File: src/rtl/switch_pre_cell_packer_pkg.sv
// Shared definitions for the switch core ingress path: FSM state encoding,
// descriptor field geometry and the cell-count ceiling.
package switch_core_pkg;

    typedef enum logic [1:0] {
        ST_IDLE = 2'd0,
        ST_FILL = 2'd1,
        ST_DROP = 2'd2
    } state_e;

    // Width of the last_bytes field: log2 of bytes per cell.
    function automatic int lb_width(input int cell_w);
        return $clog2(cell_w / 8);
    endfunction

    // Descriptor layout, LSB first: cell_cnt, portmap, last_bytes, trunc.
    function automatic int cnt_lsb();
        return 0;
    endfunction

    function automatic int port_lsb(input int cnt_w);
        return cnt_w;
    endfunction

    function automatic int lb_lsb(input int port_w, input int cnt_w);
        return cnt_w + port_w;
    endfunction

    function automatic int trunc_bit(input int cell_w, input int port_w, input int cnt_w);
        return cnt_w + port_w + lb_width(cell_w);
    endfunction

    function automatic int ptr_width(input int cell_w, input int port_w, input int cnt_w);
        return 1 + lb_width(cell_w) + port_w + cnt_w;
    endfunction

    // Largest cell count a frame may occupy before it is truncated.
    function automatic int max_cells(input int cnt_w);
        return (1 << cnt_w) - 1;
    endfunction

endpackage

File: src/rtl/switch_pre_cell_packer_shifter.sv
// Beat-to-cell placement for the ingress packer. Beats land MSB-first; the
// working cell is cleared after each completed cell or flush, so a partial
// cell read out at flush time is already zero-padded in its LSBs.
module switch_cell_shifter #(
    parameter int DIN_W  = 8,
    parameter int CELL_W = 128,
    parameter int IDX_W  = 4
) (
    input  logic              clk,
    input  logic              rst,
    input  logic              load,
    input  logic              flush,
    input  logic [DIN_W-1:0]  din,
    output logic [CELL_W-1:0] beat_cell,
    output logic [CELL_W-1:0] part_cell,
    output logic              last_beat,
    output logic              empty,
    output logic [IDX_W-1:0]  idx
);

    localparam int BEATS = CELL_W / DIN_W;
    localparam logic [IDX_W-1:0] LAST_IDX = IDX_W'(BEATS - 1);

    logic [CELL_W-1:0] buf_q, buf_d;
    logic [IDX_W-1:0]  idx_q, idx_d;

    // Working cell with the incoming beat dropped into its slot.
    always_comb begin
        beat_cell = buf_q;
        beat_cell[CELL_W - 1 - int'(idx_q) * DIN_W -: DIN_W] = din;
    end

    assign part_cell = buf_q;
    assign last_beat = (idx_q == LAST_IDX);
    assign empty     = (idx_q == '0);
    assign idx       = idx_q;

    // Advance the beat index, restarting on a completed cell or a flush.
    always_comb begin
        buf_d = buf_q;
        idx_d = idx_q;
        if (load) begin
            if (last_beat) begin
                buf_d = '0;
                idx_d = '0;
            end else begin
                buf_d = beat_cell;
                idx_d = idx_q + 1'b1;
            end
        end else if (flush) begin
            buf_d = '0;
            idx_d = '0;
        end
    end

    // Working cell and index registers.
    always_ff @(posedge clk) begin
        if (rst) begin
            buf_q <= '0;
            idx_q <= '0;
        end else begin
            buf_q <= buf_d;
            idx_q <= idx_d;
        end
    end

endmodule

File: src/rtl/switch_pre_cell_packer.sv
// Ingress cell packer: packs a sof/dv/din beat stream into CELL_W-bit cells,
// writes one descriptor per accepted frame, truncates frames that exceed
// MAX_CELLS and drops frames that see backpressure at sof.
// Optional statistics counters are built when SWITCH_PRE_STATS_EN is defined.
module switch_pre_cell_packer
    import switch_core_pkg::*;
#(
    parameter int DIN_W  = 8,
    parameter int CELL_W = 128,
    parameter int PORT_W = 4,
    parameter int CNT_W  = 7,
    parameter int PTR_W  = ptr_width(CELL_W, PORT_W, CNT_W)
) (
    input  logic              clk,
    input  logic              rst,
    input  logic              sof,
    input  logic              dv,
    input  logic [DIN_W-1:0]  din,
    input  logic              i_cell_bp,
    output logic [CELL_W-1:0] i_cell_data_fifo_dout,
    output logic              i_cell_data_fifo_wr,
    output logic [PTR_W-1:0]  i_cell_ptr_fifo_dout,
    output logic              i_cell_ptr_fifo_wr,
    output logic              frame_drop
`ifdef SWITCH_PRE_STATS_EN
    ,
    output logic [15:0]       rx_frame_cnt,
    output logic [15:0]       drop_frame_cnt,
    output logic [15:0]       trunc_frame_cnt
`endif
);

    localparam int LB_W  = lb_width(CELL_W);
    localparam int BEATS = CELL_W / DIN_W;
    localparam int IDX_W = (BEATS > 1) ? $clog2(BEATS) : 1;
    localparam int BPB   = DIN_W / 8;
    localparam logic [CNT_W-1:0] MAX_CELLS = CNT_W'(max_cells(CNT_W));

    state_e              state_q, state_d;
    logic [CNT_W-1:0]    cnt_q, cnt_d, cnt_base, cnt_sat;
    logic [PORT_W-1:0]   portmap_q, portmap_d;
    logic                trunc_q, trunc_d;
    logic [CELL_W-1:0]   data_q, data_d;
    logic                data_wr_q, data_wr_d;
    logic [PTR_W-1:0]    ptr_q, ptr_d;
    logic                ptr_wr_q, ptr_wr_d;
    logic                drop_q, drop_d;

    logic                sh_load, sh_flush, sh_last, sh_empty;
    logic [CELL_W-1:0]   sh_beat_cell, sh_part_cell;
    logic [IDX_W-1:0]    sh_idx;
    logic [LB_W-1:0]     last_bytes;

    switch_cell_shifter #(
        .DIN_W  (DIN_W),
        .CELL_W (CELL_W),
        .IDX_W  (IDX_W)
    ) u_shifter (
        .clk       (clk),
        .rst       (rst),
        .load      (sh_load),
        .flush     (sh_flush),
        .din       (din),
        .beat_cell (sh_beat_cell),
        .part_cell (sh_part_cell),
        .last_beat (sh_last),
        .empty     (sh_empty),
        .idx       (sh_idx)
    );

    // A new frame counts from zero; the count never wraps.
    assign cnt_base   = (state_q == ST_IDLE) ? '0 : cnt_q;
    assign cnt_sat    = (cnt_base == MAX_CELLS) ? cnt_base : cnt_base + 1'b1;
    // Beat index times bytes per beat is already below bytes per cell.
    assign last_bytes = LB_W'(int'(sh_idx) * BPB);

    // Frame FSM: next state, cell/descriptor writes and drop pulse.
    always_comb begin
        state_d   = state_q;
        cnt_d     = cnt_q;
        portmap_d = portmap_q;
        trunc_d   = trunc_q;
        data_d    = data_q;
        data_wr_d = 1'b0;
        ptr_d     = ptr_q;
        ptr_wr_d  = 1'b0;
        drop_d    = 1'b0;
        sh_load   = 1'b0;
        sh_flush  = 1'b0;
        case (state_q)
            ST_IDLE: begin
                if (sof && dv) begin
                    cnt_d   = '0;
                    trunc_d = 1'b0;
                    if (i_cell_bp) begin
                        state_d = ST_DROP;
                        drop_d  = 1'b1;
                    end else begin
                        state_d   = ST_FILL;
                        portmap_d = din[PORT_W-1:0];
                        sh_load   = 1'b1;
                    end
                end
            end
            ST_FILL: begin
                if (dv) begin
                    if (cnt_q == MAX_CELLS && sh_empty) begin
                        state_d = ST_DROP;
                        trunc_d = 1'b1;
                    end else begin
                        sh_load = 1'b1;
                    end
                end else begin
                    state_d  = ST_IDLE;
                    sh_flush = 1'b1;
                    if (!sh_empty) begin
                        data_d    = sh_part_cell;
                        data_wr_d = 1'b1;
                        cnt_d     = cnt_sat;
                    end
                    ptr_wr_d = 1'b1;
                    ptr_d    = {1'b0, last_bytes, portmap_q, cnt_d};
                end
            end
            ST_DROP: begin
                if (!dv) begin
                    state_d = ST_IDLE;
                    trunc_d = 1'b0;
                    if (trunc_q) begin
                        ptr_wr_d = 1'b1;
                        ptr_d    = {1'b1, {LB_W{1'b0}}, portmap_q, MAX_CELLS};
                    end
                end
            end
            default: state_d = ST_IDLE;
        endcase
        if (sh_load && sh_last) begin
            data_d    = sh_beat_cell;
            data_wr_d = 1'b1;
            cnt_d     = cnt_sat;
        end
    end

    // FSM, frame context and registered outputs.
    always_ff @(posedge clk) begin
        if (rst) begin
            state_q   <= ST_IDLE;
            cnt_q     <= '0;
            portmap_q <= '0;
            trunc_q   <= 1'b0;
            data_q    <= '0;
            data_wr_q <= 1'b0;
            ptr_q     <= '0;
            ptr_wr_q  <= 1'b0;
            drop_q    <= 1'b0;
        end else begin
            state_q   <= state_d;
            cnt_q     <= cnt_d;
            portmap_q <= portmap_d;
            trunc_q   <= trunc_d;
            data_q    <= data_d;
            data_wr_q <= data_wr_d;
            ptr_q     <= ptr_d;
            ptr_wr_q  <= ptr_wr_d;
            drop_q    <= drop_d;
        end
    end

    assign i_cell_data_fifo_dout = data_q;
    assign i_cell_data_fifo_wr   = data_wr_q;
    assign i_cell_ptr_fifo_dout  = ptr_q;
    assign i_cell_ptr_fifo_wr    = ptr_wr_q;
    assign frame_drop            = drop_q;

`ifdef SWITCH_PRE_STATS_EN
    logic [15:0] rx_frame_cnt_q, rx_frame_cnt_d;
    logic [15:0] drop_frame_cnt_q, drop_frame_cnt_d;
    logic [15:0] trunc_frame_cnt_q, trunc_frame_cnt_d;

    // Saturating frame statistics.
    always_comb begin
        rx_frame_cnt_d    = rx_frame_cnt_q;
        drop_frame_cnt_d  = drop_frame_cnt_q;
        trunc_frame_cnt_d = trunc_frame_cnt_q;
        if (ptr_wr_d && rx_frame_cnt_q != '1)
            rx_frame_cnt_d = rx_frame_cnt_q + 16'd1;
        if (drop_d && drop_frame_cnt_q != '1)
            drop_frame_cnt_d = drop_frame_cnt_q + 16'd1;
        if (ptr_wr_d && state_q == ST_DROP && trunc_frame_cnt_q != '1)
            trunc_frame_cnt_d = trunc_frame_cnt_q + 16'd1;
    end

    // Statistics registers.
    always_ff @(posedge clk) begin
        if (rst) begin
            rx_frame_cnt_q    <= '0;
            drop_frame_cnt_q  <= '0;
            trunc_frame_cnt_q <= '0;
        end else begin
            rx_frame_cnt_q    <= rx_frame_cnt_d;
            drop_frame_cnt_q  <= drop_frame_cnt_d;
            trunc_frame_cnt_q <= trunc_frame_cnt_d;
        end
    end

    assign rx_frame_cnt    = rx_frame_cnt_q;
    assign drop_frame_cnt  = drop_frame_cnt_q;
    assign trunc_frame_cnt = trunc_frame_cnt_q;
`endif

endmodule

File: config.mk
export PLATFORM = sky130hd
export DESIGN_NAME = switch_pre_cell_packer
export DESIGN_NICKNAME = d
export VERILOG_FILES = /design/src/rtl/switch_pre_cell_packer_pkg.sv /design/src/rtl/switch_pre_cell_packer_shifter.sv /design/src/rtl/switch_pre_cell_packer.sv
export SDC_FILE = /design/constraint.sdc
export NUM_CORES = 1
export LEC_CHECK = 0
export ABC_AREA = 1
export CORE_ASPECT_RATIO = 0.9
export CORE_UTILIZATION = 50
export DETAILED_ROUTE_END_ITERATION = 8
export PLACE_DENSITY = 0.71
export SLEW_MARGIN = 5
export SYNTH_ARGS = -nofsm -noshare
export SYNTH_HDL_FRONTEND = slang
export SYNTH_HIERARCHICAL = 1
export SYNTH_SLANG_ARGS = --single-unit
File: constraint.sdc
create_clock -name clk -period 9.25 [get_ports clk]
set_input_delay 1.3875 -clock clk [delete_from_list [all_inputs] [get_ports clk]]
set_output_delay 1.3875 -clock clk [all_outputs]
set_load 0.05 [all_outputs]
==> results of run 1 <==
how the worst max path moves through the flow:
stage	start	endpoint	slack [ns]	depth (start not counted)
global placement	u_shifter/idx[1]	u_shifter/part_cell[82]	4.12	15
floorplan	u_shifter/idx[1]	u_shifter/part_cell[100]	6.22	19
CTS	u_shifter/idx[1]	u_shifter/part_cell[41]	3.92	15
global route	u_shifter/idx[1]	u_shifter/part_cell[36]	3.35	15
detailed placement	u_shifter/idx[1]	u_shifter/part_cell[63]	3.94	15
finish	u_shifter/idx[1]	u_shifter/part_cell[41]	3.76	15
state kept, by name, indices dropped and copies added (netlist names), 2 cells and up:
signal	cells
i_cell_data_fifo_dout	128
state_q	2
u_shifter/idx	4
i_cell_ptr_fifo_dout	16
cnt_q	7
portmap_q	4
u_shifter/part_cell	128
cells by family (layout without fill, tap and decap cells):
| kind of cell | Yosys count | after routing | share of synthesized area |
|---|---|---|---|
| flip-flops | 293 | 293 | 0.3705 |
| adder cells (fa/ha/maj) | 10 | 10 | 0.007903 |
| buffers and inverters | 318 | 408 | 0.09808 |
| XOR/XNOR | 1 | 1 | 0.0005533 |
| AO/OA/AOI/OAI | 347 | 347 | 0.1429 |
| AND/OR/NAND/NOR | 1345 | 1345 | 0.3801 |
area by class of cell:
type	count	area [um2]	area share
clock buffers	49	991.0	0.05407
multi-input cells	1703	8426	0.4598
inverters	177	669.4	0.03653
flip-flops and latches	293	5866	0.3201
well taps	409	511.7	0.02792
clock inverters	12	171.4	0.009353
repair buffers	170	1692	0.09231
stage by stage:
stage | cell area (um2) | utilization | std cells | hold WS, ns | setup WS (ns)
final | 18330 | 0.5914 | 2813 | 0.4670 | 3.757
after global routing | 18330 | 0.5914 | 2813 | 0.4829 | 3.352
after CTS | 18330 | 0.5914 | 2813 | 0.4709 | 3.917
after detailed placement | 17160 | 0.5539 | 2752 | 0.4619 | 3.944
after global placement | 17160 | 0.5539 | 2752 | 0.4541 | 4.120
after floorplan | 15830 | - | 2314 | 0.4557 | 6.219
worst register-to-register path, cell delays in order, from the launching register on:
cell and delay [ns]:
dfxtp_1 0.92, clkinv_1 0.66, ha_1 0.45, nand2_1 0.10
nor2_2 0.04, buf_4 0.23, nand2_1 0.09, nor2_1 0.04
nand2_1 0.08, nand2_2 0.08, nand2_4 0.52, nand2_1 0.30
clkinv_2 0.60, buf_4 0.85, nand3_1 0.25, a21oi_1 0.19
power by group through the flow:
| stage | clock, mW | sequential (mW) | combinational [mW] |
|---|---|---|---|
| CTS | 1.42 | 1.35 | 0.752 |
| global placement | 0 | 1.38 | 0.746 |
| floorplan | 0 | 1.40 | 0.548 |
| detailed placement | 0 | 1.38 | 0.748 |
| global route | 1.47 | 1.36 | 0.828 |
| finish | 1.40 | 1.35 | 0.770 |
per-layer routing:
metal	up-vias	GRT usage	wire length, um
li1	7565	-	-
met1	7155	0.3961	20790
met2	664	0.4290	20460
met3	105	0.04369	3954
met4	0	0.1157	1624
met5	-	0	0
cell usage in the layout (no fill, tap or decap), types with 2 or more instances in the layout:
master	Yosys	layout
inv_1	162	161
clkbuf_8	0	2
clkbuf_16	0	37
o21a_1	16	16
buf_4	22	10
nor2_1	89	88
ha_1	10	10
bufinv_16	0	4
nor2_2	103	103
and2_1	80	80
nand3_1	317	317
clkinvlp_4	0	3
a21oi_1	171	171
nand2_2	8	7
o211ai_1	4	4
a21oi_2	100	100
clkbuf_1	38	10
clkinv_1	2	2
clkdlybuf4s50_1	0	158
dfxtp_1	293	293
nand2_1	722	722
inv_2	12	11
a21boi_0	32	32
nand3_2	4	4
nor2_4	3	4
clkinv_2	0	6
nand4_1	17	17
o21ai_0	20	20
==> run_summary.xml, run 1 <==
<?xml version="1.0" encoding="UTF-8"?>
<metrics>
  <group name="yosys">
    <metric name="synth_cell_type_count" unit="">34</metric>
    <metric name="async_reset_ff_frac" unit="">0</metric>
    <metric name="synth_top_flop_cell" unit="">dfxtp_1</metric>
    <metric name="post_synth.cell_area_avg" unit="um2">6.842</metric>
    <metric name="netlist_instances" unit="">2314</metric>
    <metric name="post-synth-top-count-cell" unit="">nand2_1</metric>
    <metric name="ys_warn_count" unit="">6</metric>
    <metric name="syn-cell-area" unit="um2">15830</metric>
    <metric name="synthesis.nets" unit="">2337</metric>
    <metric name="netlist_top_cells_count" unit="">722 x nand2_1, 317 x nand3_1, 293 x dfxtp_1</metric>
    <metric name="ys_seq_elements" unit="">293</metric>
    <metric name="yosysSeqAreaShare" unit="">0.3705</metric>
    <metric name="netlist_top_cells_area" unit="">dfxtp_1 37%, nand2_1 17%, nand3_1 10%</metric>
    <metric name="synth-edff-count" unit="">0</metric>
    <metric name="yosysTopAreaCell" unit="">dfxtp_1</metric>
    <metric name="yosysTopAreaCellShare" unit="">0.3705</metric>
  </group>
  <group name="sta">
    <metric name="achievable-frequency" unit="MHz">182.0</metric>
    <metric name="finalCritPeriodShare" unit="">0.5939</metric>
    <metric name="fin_worst_skew" unit="ns">0.01289</metric>
    <metric name="min_period" unit="ns">5.493</metric>
    <metric name="worstMarginPinSlew" unit="ns">1.117</metric>
    <metric name="slew_headroom" unit="">0.2534</metric>
    <metric name="finalHoldViolCount" unit="">0</metric>
    <metric name="final-max-slew-violation-count" unit="">0</metric>
    <metric name="rsz0062_at_grt" unit="">false</metric>
    <metric name="timing.final.setup_violations" unit="">0</metric>
    <metric name="setup_total_negative_slack" unit="ns">0</metric>
  </group>
  <group name="pwr">
    <metric name="p_comb_frac" unit="">0.219</metric>
    <metric name="swShare" unit="">0.3352</metric>
    <metric name="p_leak" unit="nW">7.434</metric>
    <metric name="clock_power_share" unit="">0.397</metric>
    <metric name="p_seq_frac" unit="">0.384</metric>
    <metric name="vdd_ir_max" unit="uV">122.2</metric>
    <metric name="pwr_density_cell" unit="nW/um2">192.1</metric>
    <metric name="netSwitchingPower" unit="mW">1.180</metric>
    <metric name="cellInternalPower" unit="mW">2.340</metric>
    <metric name="fin_total_pwr" unit="mW">3.521</metric>
  </group>
  <group name="worst_setup_path">
    <metric name="slowest_delay" unit="ns">0.92</metric>
    <metric name="critical_path.cell_chain" unit="">clkinv_1 -&gt; ha_1 -&gt; nand2_1 -&gt; nor2_2 -&gt; buf_4 -&gt; nand2_1 -&gt; nor2_1 -&gt; nand2_1 -&gt; nand2_2 -&gt; nand2_4 -&gt; nand2_1 -&gt; clkinv_2 -&gt; buf_4 -&gt; nand3_1 -&gt; a21oi_1</metric>
    <metric name="critPathSlowestCell" unit="">dfxtp_1</metric>
    <metric name="cp.arrival" unit="ns">5.91</metric>
    <metric name="critPathLaunchType" unit="">flop</metric>
    <metric name="worst_path_most_repeated_cell" unit="">nand2_1</metric>
    <metric name="ff2ff_setup_slack" unit="ns">3.76</metric>
    <metric name="crit_path_end_kind" unit="">flop</metric>
    <metric name="path_class" unit="">reg2reg</metric>
    <metric name="worst-path-buf-inv" unit="">4</metric>
    <metric name="worstPathRequired" unit="ns">9.67</metric>
    <metric name="path_delay_family" unit="">buffers and inverters</metric>
    <metric name="worst_r2r_endpoint" unit="">u_shifter/part_cell[41]</metric>
    <metric name="worst-r2r-cell-count" unit="">15</metric>
    <metric name="regToRegStartpoint" unit="">u_shifter/idx[1]</metric>
    <metric name="critical_path_peak_fanout" unit="">79</metric>
  </group>
  <group name="global_route">
    <metric name="gr-total-overflow" unit="">0</metric>
    <metric name="wire_length_of_the_first_global_routing_pass" unit="mm">73.46</metric>
    <metric name="grt_max_degree" unit="">154</metric>
    <metric name="antenna_violations_before_repair" unit="">0</metric>
    <metric name="gr-usage-all-layers" unit="">0.2819</metric>
    <metric name="grt_pass1_vias" unit="">14000</metric>
  </group>
  <group name="layout">
    <metric name="area_growth" unit="%">15.76</metric>
    <metric name="fill_cells" unit="">2897</metric>
    <metric name="insertedDiodeCount" unit="">0</metric>
    <metric name="final_layout_size_suffix_gt1_frac" unit="">0.1240</metric>
    <metric name="nets" unit="">2402</metric>
  </group>
  <group name="route">
    <metric name="route.detailed.wl_per_inst" unit="um">16.65</metric>
    <metric name="ant_nets" unit="">0</metric>
    <metric name="totalWireLength" unit="mm">46.83</metric>
    <metric name="residual_drc" unit="">0</metric>
    <metric name="num_vias" unit="">15489</metric>
    <metric name="detail_route.iter0.violations" unit="">1822</metric>
    <metric name="drt_pre_antenna_iters" unit="">6</metric>
    <metric name="detail_route.vias_per_cell" unit="">5.506</metric>
  </group>
  <group name="hold_path">
    <metric name="holdPathEnd" unit="">i_cell_ptr_fifo_dout[13]</metric>
    <metric name="worstHoldPathCells" unit="">2</metric>
    <metric name="hold_path_startpoint" unit="">i_cell_ptr_fifo_dout[13]</metric>
    <metric name="min_path_type" unit="">reg2reg</metric>
  </group>
  <group name="clocking">
    <metric name="h-tree-depth" unit="">2</metric>
    <metric name="cts.clk_slew.worst_paths" unit="ns">0.06</metric>
    <metric name="cts_made_buffers" unit="">34</metric>
    <metric name="cts_tree" unit="">built</metric>
    <metric name="clock_sinks" unit="">293</metric>
    <metric name="cts_buffer_depth" unit="">3</metric>
    <metric name="root_buffer" unit="">clkbuf_16</metric>
    <metric name="worstSkewPairLatency" unit="ns">0.51</metric>
    <metric name="ctsHoldBuffers" unit="">0</metric>
    <metric name="cts_resized" unit="">0</metric>
    <metric name="cts_setup_buffers" unit="">0</metric>
  </group>
  <group name="placed_design">
    <metric name="gp_routability_congestion" unit="">0.8780</metric>
    <metric name="port_buffers" unit="">159</metric>
    <metric name="hpwl_after_detailed_placement" unit="mm">29.39</metric>
  </group>
  <group name="run">
    <metric name="count_of_max_cap_constraint_violations" unit="">0</metric>
  </group>
  <group name="floorplan">
    <metric name="ioPinCount" unit="">160</metric>
    <metric name="rows" unit="">61</metric>
    <metric name="core-area" unit="um2">30990</metric>
    <metric name="initial_core_util" unit="">0.5109</metric>
    <metric name="die_x" unit="um">189.6</metric>
    <metric name="chipHeight" unit="um">170.8</metric>
    <metric name="die_footprint" unit="um2">32380</metric>
  </group>
  <group name="outcome">
    <metric name="status" unit="">completed</metric>
  </group>
</metrics>
No activity file was read; power rests on OpenSTA's default activity.
==> inputs of run 2 (changes only) <==
==> constraint.sdc (replaced) <==
create_clock -name clk -period 5.3 [get_ports clk]
set_input_delay 0.795 -clock clk [delete_from_list [all_inputs] [get_ports clk]]
set_output_delay 0.795 -clock clk [all_outputs]
set_load 0.05 [all_outputs]
==> run_summary.xml, run 2 (same netlist as run 1, synthesis figures left out) <==
<?xml version="1.0" encoding="UTF-8"?>
<metrics>
  <group name="clocking">
    <metric name="cts.clk_slew.worst_paths" unit="ns">0.05</metric>
    <metric name="cts_tree" unit="">built</metric>
    <metric name="cts_resized" unit="">0</metric>
    <metric name="cts_buffer_depth" unit="">3</metric>
    <metric name="h-tree-depth" unit="">2</metric>
    <metric name="worstSkewPairLatency" unit="ns">0.52</metric>
    <metric name="cts_made_buffers" unit="">34</metric>
    <metric name="ctsHoldBuffers" unit="">0</metric>
    <metric name="cts_setup_buffers" unit="">0</metric>
    <metric name="root_buffer" unit="">clkbuf_16</metric>
    <metric name="clock_sinks" unit="">293</metric>
  </group>
  <group name="sta">
    <metric name="final-max-slew-violation-count" unit="">0</metric>
    <metric name="slew_headroom" unit="">0.3511</metric>
    <metric name="hold-worst-slack" unit="ns">0.4633</metric>
    <metric name="timing.final.setup_violations" unit="">0</metric>
    <metric name="rsz0062_at_grt" unit="">false</metric>
    <metric name="finalCritPeriodShare" unit="">0.7318</metric>
    <metric name="min_period" unit="ns">3.878</metric>
    <metric name="fin_worst_skew" unit="ns">0.01594</metric>
    <metric name="finalHoldViolCount" unit="">0</metric>
    <metric name="setup_total_negative_slack" unit="ns">0</metric>
    <metric name="achievable-frequency" unit="MHz">257.8</metric>
    <metric name="worstMarginPinSlew" unit="ns">0.9720</metric>
    <metric name="post_route_setup_slack" unit="ns">1.422</metric>
  </group>
  <group name="layout">
    <metric name="most_used_cells_in_the_layout_excluding_fill_and_tap_cells" unit="">722 x nand2_1, 317 x nand3_1, 293 x dfxtp_1</metric>
    <metric name="area_growth" unit="%">16.16</metric>
    <metric name="mostFrequentLayoutCell" unit="">nand2_1</metric>
    <metric name="finish.instance_area" unit="um2">18390</metric>
    <metric name="finish.cell_count_without_fillers" unit="">2817</metric>
    <metric name="fill_cells" unit="">2883</metric>
    <metric name="insertedDiodeCount" unit="">0</metric>
    <metric name="finish.utilization" unit="">0.5935</metric>
    <metric name="final_layout_size_suffix_gt1_frac" unit="">0.1262</metric>
    <metric name="nets" unit="">2407</metric>
  </group>
  <group name="pwr">
    <metric name="p_seq_frac" unit="">0.386</metric>
    <metric name="netSwitchingPower" unit="mW">2.071</metric>
    <metric name="cellInternalPower" unit="mW">4.037</metric>
    <metric name="p_comb_frac" unit="">0.227</metric>
    <metric name="pwr_density_cell" unit="nW/um2">332.1</metric>
    <metric name="clock_power_share" unit="">0.387</metric>
    <metric name="fin_total_pwr" unit="mW">6.108</metric>
    <metric name="vdd_ir_max" unit="uV">207.6</metric>
    <metric name="p_leak" unit="nW">7.482</metric>
    <metric name="swShare" unit="">0.3391</metric>
  </group>
  <group name="placed_design">
    <metric name="placedCellCount" unit="">2757</metric>
    <metric name="gp_routability_congestion" unit="">0.9171</metric>
    <metric name="hpwl_after_detailed_placement" unit="mm">29.90</metric>
    <metric name="pre_cts_slack" unit="ns">1.615</metric>
    <metric name="placedInstanceArea" unit="um2">17260</metric>
    <metric name="port_buffers" unit="">159</metric>
  </group>
  <group name="global_route">
    <metric name="grt_pass1_vias" unit="">14126</metric>
    <metric name="grt_max_degree" unit="">159</metric>
    <metric name="gr-usage-all-layers" unit="">0.2857</metric>
    <metric name="gr-total-overflow" unit="">0</metric>
    <metric name="antenna_violations_before_repair" unit="">0</metric>
    <metric name="wire_length_of_the_first_global_routing_pass" unit="mm">74.57</metric>
  </group>
  <group name="floorplan">
    <metric name="die_x" unit="um">189.6</metric>
    <metric name="core-area" unit="um2">30990</metric>
    <metric name="ioPinCount" unit="">160</metric>
    <metric name="die_footprint" unit="um2">32380</metric>
    <metric name="initial_core_util" unit="">0.5109</metric>
    <metric name="chipHeight" unit="um">170.8</metric>
    <metric name="rows" unit="">61</metric>
  </group>
  <group name="worst_setup_path">
    <metric name="crit_path_end_kind" unit="">flop</metric>
    <metric name="cp.arrival" unit="ns">4.30</metric>
    <metric name="worstPathRequired" unit="ns">5.72</metric>
    <metric name="path_class" unit="">reg2reg</metric>
    <metric name="critical_path_peak_fanout" unit="">122</metric>
    <metric name="critPathLaunchType" unit="">flop</metric>
  </group>
  <group name="route">
    <metric name="route.detailed.wl_per_inst" unit="um">16.74</metric>
    <metric name="detail_route.iter0.violations" unit="">1572</metric>
    <metric name="detail_route.vias_per_cell" unit="">5.543</metric>
    <metric name="ant_nets" unit="">0</metric>
    <metric name="residual_drc" unit="">0</metric>
    <metric name="drt_pre_antenna_iters" unit="">6</metric>
    <metric name="totalWireLength" unit="mm">47.17</metric>
    <metric name="num_vias" unit="">15615</metric>
  </group>
  <group name="run">
    <metric name="count_of_max_cap_constraint_violations" unit="">0</metric>
  </group>
  <group name="hold_path">
    <metric name="min_path_type" unit="">reg2reg</metric>
  </group>
  <group name="outcome">
    <metric name="status" unit="">completed</metric>
  </group>
</metrics>
run 2: cell type report:
cell class	instances	area (um2)	share of cell area
Tap cell	409	511.7	0.02783
Inverter	177	669.4	0.03640
Clock inverter	8	73.82	0.004014
Clock buffer	52	1052	0.05722
Sequential cell	293	5866	0.3190
Multi-Input combinational cell	1703	8426	0.4582
Timing Repair Buffer	175	1792	0.09743
run 2: worst max-delay path, cell delays in order (launching register included):
cell and delay [ns]:
dfxtp_1 0.96, inv_2 0.34, ha_1 0.37, nand2_1 0.10, nor2_2 0.03, buf_4 0.23, nand2_1 0.09, nor2_1 0.04
nand2_1 0.08, nand2_2 0.08, nand2_4 0.15, nand2_1 0.22, clkinv_2 0.18, buf_12 0.44, nand3_1 0.15, a21oi_1 0.18
run 2: power groups by stage:
stage	Clock [mW]	Combinational [mW]	Sequential, mW
6_report	2.36	1.39	2.36
5_1_grt	2.49	1.49	2.37
2_1_floorplan	0	0.956	2.45
3_3_place_gp	0	1.35	2.40
3_5_place_dp	0	1.36	2.40
4_1_cts	2.40	1.36	2.35
run 2: routing by layer:
metal	wire length (um)	share of wire	GRT usage	vias up
li1	-	-	-	7579
met1	20940	0.44	0.4028	7240
met2	20020	0.42	0.4265	684
met3	4167	0.088	0.04513	112
met4	2039	0.043	0.1311	0
met5	0	0	0	-
run 2: path summary, 6_finish.rpt:
kind                                 start                       end  slack, ns  depth (start not counted)
setup / recovery          u_shifter/idx[0]   u_shifter/part_cell[64]       1.42                         15
hold / removal    i_cell_ptr_fifo_dout[15]  i_cell_ptr_fifo_dout[15]       0.46                          2
setup reg to reg          u_shifter/idx[0]   u_shifter/part_cell[64]       1.42                         15
hold reg to reg   i_cell_ptr_fifo_dout[15]  i_cell_ptr_fifo_dout[15]       0.46                          2
==> inputs of run 3 (changes only) <==
--- a/config.mk
+++ b/config.mk
@@ -9,7 +9,7 @@
 export CORE_ASPECT_RATIO = 0.9
 export CORE_UTILIZATION = 50
 export DETAILED_ROUTE_END_ITERATION = 8
-export PLACE_DENSITY = 0.71
+export PLACE_DENSITY = 0.74
 export SLEW_MARGIN = 5
 export SYNTH_ARGS = -nofsm -noshare
 export SYNTH_HDL_FRONTEND = slang
==> constraint.sdc (replaced) <==
create_clock -name clk -period 3.5 [get_ports clk]
set_input_delay 0.525 -clock clk [delete_from_list [all_inputs] [get_ports clk]]
set_output_delay 0.525 -clock clk [all_outputs]
set_load 0.05 [all_outputs]
==> run_summary.xml, run 3 (same netlist as run 1, synthesis figures left out) <==
<?xml version="1.0" encoding="UTF-8"?>
<metrics>
  <group name="worst_setup_path">
    <metric name="crit_path_start" unit="">u_shifter/idx[1]</metric>
    <metric name="path_delay_family" unit="">simple AND/OR/NAND/NOR gates</metric>
    <metric name="regToRegStartpoint" unit="">u_shifter/idx[1]</metric>
    <metric name="critical_path.cell_chain" unit="">clkinv_1 -&gt; ha_1 -&gt; nand2_1 -&gt; nor2_2 -&gt; nand2_1 -&gt; nor2_1 -&gt; nand2_1 -&gt; nand2_2 -&gt; nand2_4 -&gt; buf_4 -&gt; nand2_2 -&gt; nand2_2 -&gt; nand2_2 -&gt; nand2_1 -&gt; nand2_1 -&gt; nor2_1</metric>
    <metric name="worst_r2r_endpoint" unit="">cnt_q[3]</metric>
    <metric name="slowest_delay" unit="ns">0.47</metric>
    <metric name="critPathSlowestCell" unit="">buf_4</metric>
    <metric name="critPathLaunchType" unit="">flop</metric>
    <metric name="crit_path_end_kind" unit="">flop</metric>
    <metric name="worst-r2r-cell-count" unit="">16</metric>
    <metric name="worst-path-buf-inv" unit="">2</metric>
    <metric name="ff2ff_setup_slack" unit="ns">0.55</metric>
    <metric name="worst_setup_path_endpoint" unit="">cnt_q[3]</metric>
    <metric name="worst-path-stages" unit="">16</metric>
    <metric name="path_class" unit="">reg2reg</metric>
    <metric name="cp.arrival" unit="ns">3.45</metric>
    <metric name="worst_path_most_repeated_cell" unit="">nand2_1</metric>
    <metric name="worstPathRequired" unit="ns">3.99</metric>
    <metric name="critical_path_peak_fanout" unit="">47</metric>
  </group>
  <group name="sta">
    <metric name="timing.final.setup_violations" unit="">0</metric>
    <metric name="slew_headroom" unit="">0.4929</metric>
    <metric name="fin_worst_skew" unit="ns">0.008913</metric>
    <metric name="achievable-frequency" unit="MHz">338.6</metric>
    <metric name="worstMarginPinSlew" unit="ns">0.7607</metric>
    <metric name="rsz0062_at_grt" unit="">false</metric>
    <metric name="hold-worst-slack" unit="ns">0.4450</metric>
    <metric name="final-max-slew-violation-count" unit="">0</metric>
    <metric name="finalHoldViolCount" unit="">0</metric>
    <metric name="setup_total_negative_slack" unit="ns">0</metric>
    <metric name="finalCritPeriodShare" unit="">0.8438</metric>
    <metric name="min_period" unit="ns">2.953</metric>
  </group>
  <group name="clocking">
    <metric name="root_buffer" unit="">clkbuf_16</metric>
    <metric name="cts_buffer_depth" unit="">3</metric>
    <metric name="h-tree-depth" unit="">1</metric>
    <metric name="cts.clk_slew.worst_paths" unit="ns">0.06</metric>
    <metric name="cts_setup_buffers" unit="">0</metric>
    <metric name="clock_sinks" unit="">293</metric>
    <metric name="worstSkewPairLatency" unit="ns">0.56</metric>
    <metric name="cts_made_buffers" unit="">31</metric>
    <metric name="cts_resized" unit="">0</metric>
    <metric name="cts_tree" unit="">built</metric>
    <metric name="ctsHoldBuffers" unit="">0</metric>
  </group>
  <group name="layout">
    <metric name="area_growth" unit="%">16.37</metric>
    <metric name="final_layout_size_suffix_gt1_frac" unit="">0.1286</metric>
    <metric name="nets" unit="">2410</metric>
    <metric name="most_used_cells_in_the_layout_excluding_fill_and_tap_cells" unit="">722 x nand2_1, 317 x nand3_1, 293 x dfxtp_1</metric>
    <metric name="mostFrequentLayoutCell" unit="">nand2_1</metric>
    <metric name="insertedDiodeCount" unit="">0</metric>
    <metric name="finish.utilization" unit="">0.5945</metric>
    <metric name="fill_cells" unit="">2797</metric>
  </group>
  <group name="pwr">
    <metric name="clock_power_share" unit="">0.380</metric>
    <metric name="netSwitchingPower" unit="mW">3.086</metric>
    <metric name="swShare" unit="">0.3372</metric>
    <metric name="vdd_ir_max" unit="uV">481.7</metric>
    <metric name="p_leak" unit="nW">7.500</metric>
    <metric name="p_seq_frac" unit="">0.389</metric>
    <metric name="fin_total_pwr" unit="mW">9.152</metric>
    <metric name="cellInternalPower" unit="mW">6.066</metric>
    <metric name="p_comb_frac" unit="">0.231</metric>
    <metric name="pwr_density_cell" unit="nW/um2">496.8</metric>
  </group>
  <group name="global_route">
    <metric name="wire_length_of_the_first_global_routing_pass" unit="mm">73.00</metric>
    <metric name="antenna_violations_before_repair" unit="">0</metric>
    <metric name="use_met3" unit="">0.03262</metric>
    <metric name="met1_usage" unit="">0.3900</metric>
    <metric name="globalRouteMet2Util" unit="">0.4394</metric>
    <metric name="gr-total-overflow" unit="">0</metric>
    <metric name="gr-usage-all-layers" unit="">0.2778</metric>
    <metric name="grt_max_degree" unit="">133</metric>
    <metric name="grt_busiest_layer" unit="">met2</metric>
    <metric name="grt_pass1_vias" unit="">14117</metric>
  </group>
  <group name="route">
    <metric name="num_vias" unit="">15604</metric>
    <metric name="residual_drc" unit="">0</metric>
    <metric name="totalWireLength" unit="mm">46.45</metric>
    <metric name="drt_pre_antenna_iters" unit="">7</metric>
    <metric name="detail_route.iter0.violations" unit="">1843</metric>
    <metric name="detail_route.vias_per_cell" unit="">5.533</metric>
    <metric name="ant_nets" unit="">0</metric>
    <metric name="route.detailed.wl_per_inst" unit="um">16.47</metric>
  </group>
  <group name="hold_path">
    <metric name="hold_path_startpoint" unit="">rst</metric>
    <metric name="min_path_type" unit="">in2reg</metric>
  </group>
  <group name="placed_design">
    <metric name="hpwl_after_detailed_placement" unit="mm">30.20</metric>
    <metric name="port_buffers" unit="">159</metric>
    <metric name="gp_routability_congestion" unit="">0.9391</metric>
  </group>
  <group name="floorplan">
    <metric name="chipHeight" unit="um">170.8</metric>
    <metric name="die_footprint" unit="um2">32380</metric>
    <metric name="ioPinCount" unit="">160</metric>
    <metric name="core-area" unit="um2">30990</metric>
    <metric name="die_x" unit="um">189.6</metric>
    <metric name="initial_core_util" unit="">0.5109</metric>
    <metric name="rows" unit="">61</metric>
  </group>
  <group name="run">
    <metric name="count_of_max_cap_constraint_violations" unit="">0</metric>
  </group>
  <group name="outcome">
    <metric name="status" unit="">completed</metric>
  </group>
</metrics>
run 3: cell types whose count changed in the layout (fill, tap and decap cells not counted):
cell | before | now
clkbuf_16 | 37 | 31
buf_4 | 10 | 14
bufinv_16 | 1 | 4
clkbuf_1 | 8 | 5
buf_12 | 6 | 8
clkbuf_8 | 7 | 9
clkinv_4 | 0 | 2
inv_8 | 1 | 0
run 3: metal layers:
| metal | up-vias | part of all wire |
|---|---|---|
| met5 | - | 0 |
| met4 | 0 | 0.035 |
| met3 | 105 | 0.086 |
| met2 | 682 | 0.45 |
| met1 | 7255 | 0.43 |
| li1 | 7562 | - |
run 3: per-stage QoR:
| step | cell area (um2) | cells | worst slack (ns) |
|---|---|---|---|
| floorplan | 15830 | 2314 | 0.4693 |
| CTS | 18420 | 2820 | 0.5966 |
| global placement | 17330 | 2763 | 0.7509 |
| finish | 18420 | 2820 | 0.5466 |
| global route | 18420 | 2820 | 0.2415 |
| detailed placement | 17330 | 2763 | 0.6078 |
run 3: power by group through the flow:
| stage | Combinational [mW] | Sequential (mW) | Clock, mW |
|---|---|---|---|
| global route | 2.28 | 3.57 | 3.68 |
| global placement | 2.04 | 3.62 | 0 |
| floorplan | 1.45 | 3.71 | 0 |
| CTS | 2.06 | 3.55 | 3.54 |
| detailed placement | 2.05 | 3.62 | 0 |
| finish | 2.11 | 3.56 | 3.48 |
run 3: worst min path at each step:
stage                     slack (ns)  depth (start not counted)                    endpoint
after floorplan                 0.46                          2    i_cell_ptr_fifo_dout[10]
after global placement          0.46                          2    i_cell_ptr_fifo_dout[11]
after detailed placement        0.46                          2    i_cell_ptr_fifo_dout[14]
after CTS                       0.46                          2  i_cell_data_fifo_dout[111]
after global routing            0.47                          2  i_cell_data_fifo_dout[111]
final                           0.44                          2   i_cell_data_fifo_dout[15]
run 3: final cells by class:
cell class	instances	area (um2)	area share
inverter	177	669.4	0.03634
timing repair buffer	181	1862	0.1011
tap	409	511.7	0.02778
multi-input combinational	1703	8426	0.4573
clock buffer	45	918.4	0.04985
sequential	293	5866	0.3184
clock inverter	12	170.2	0.009237
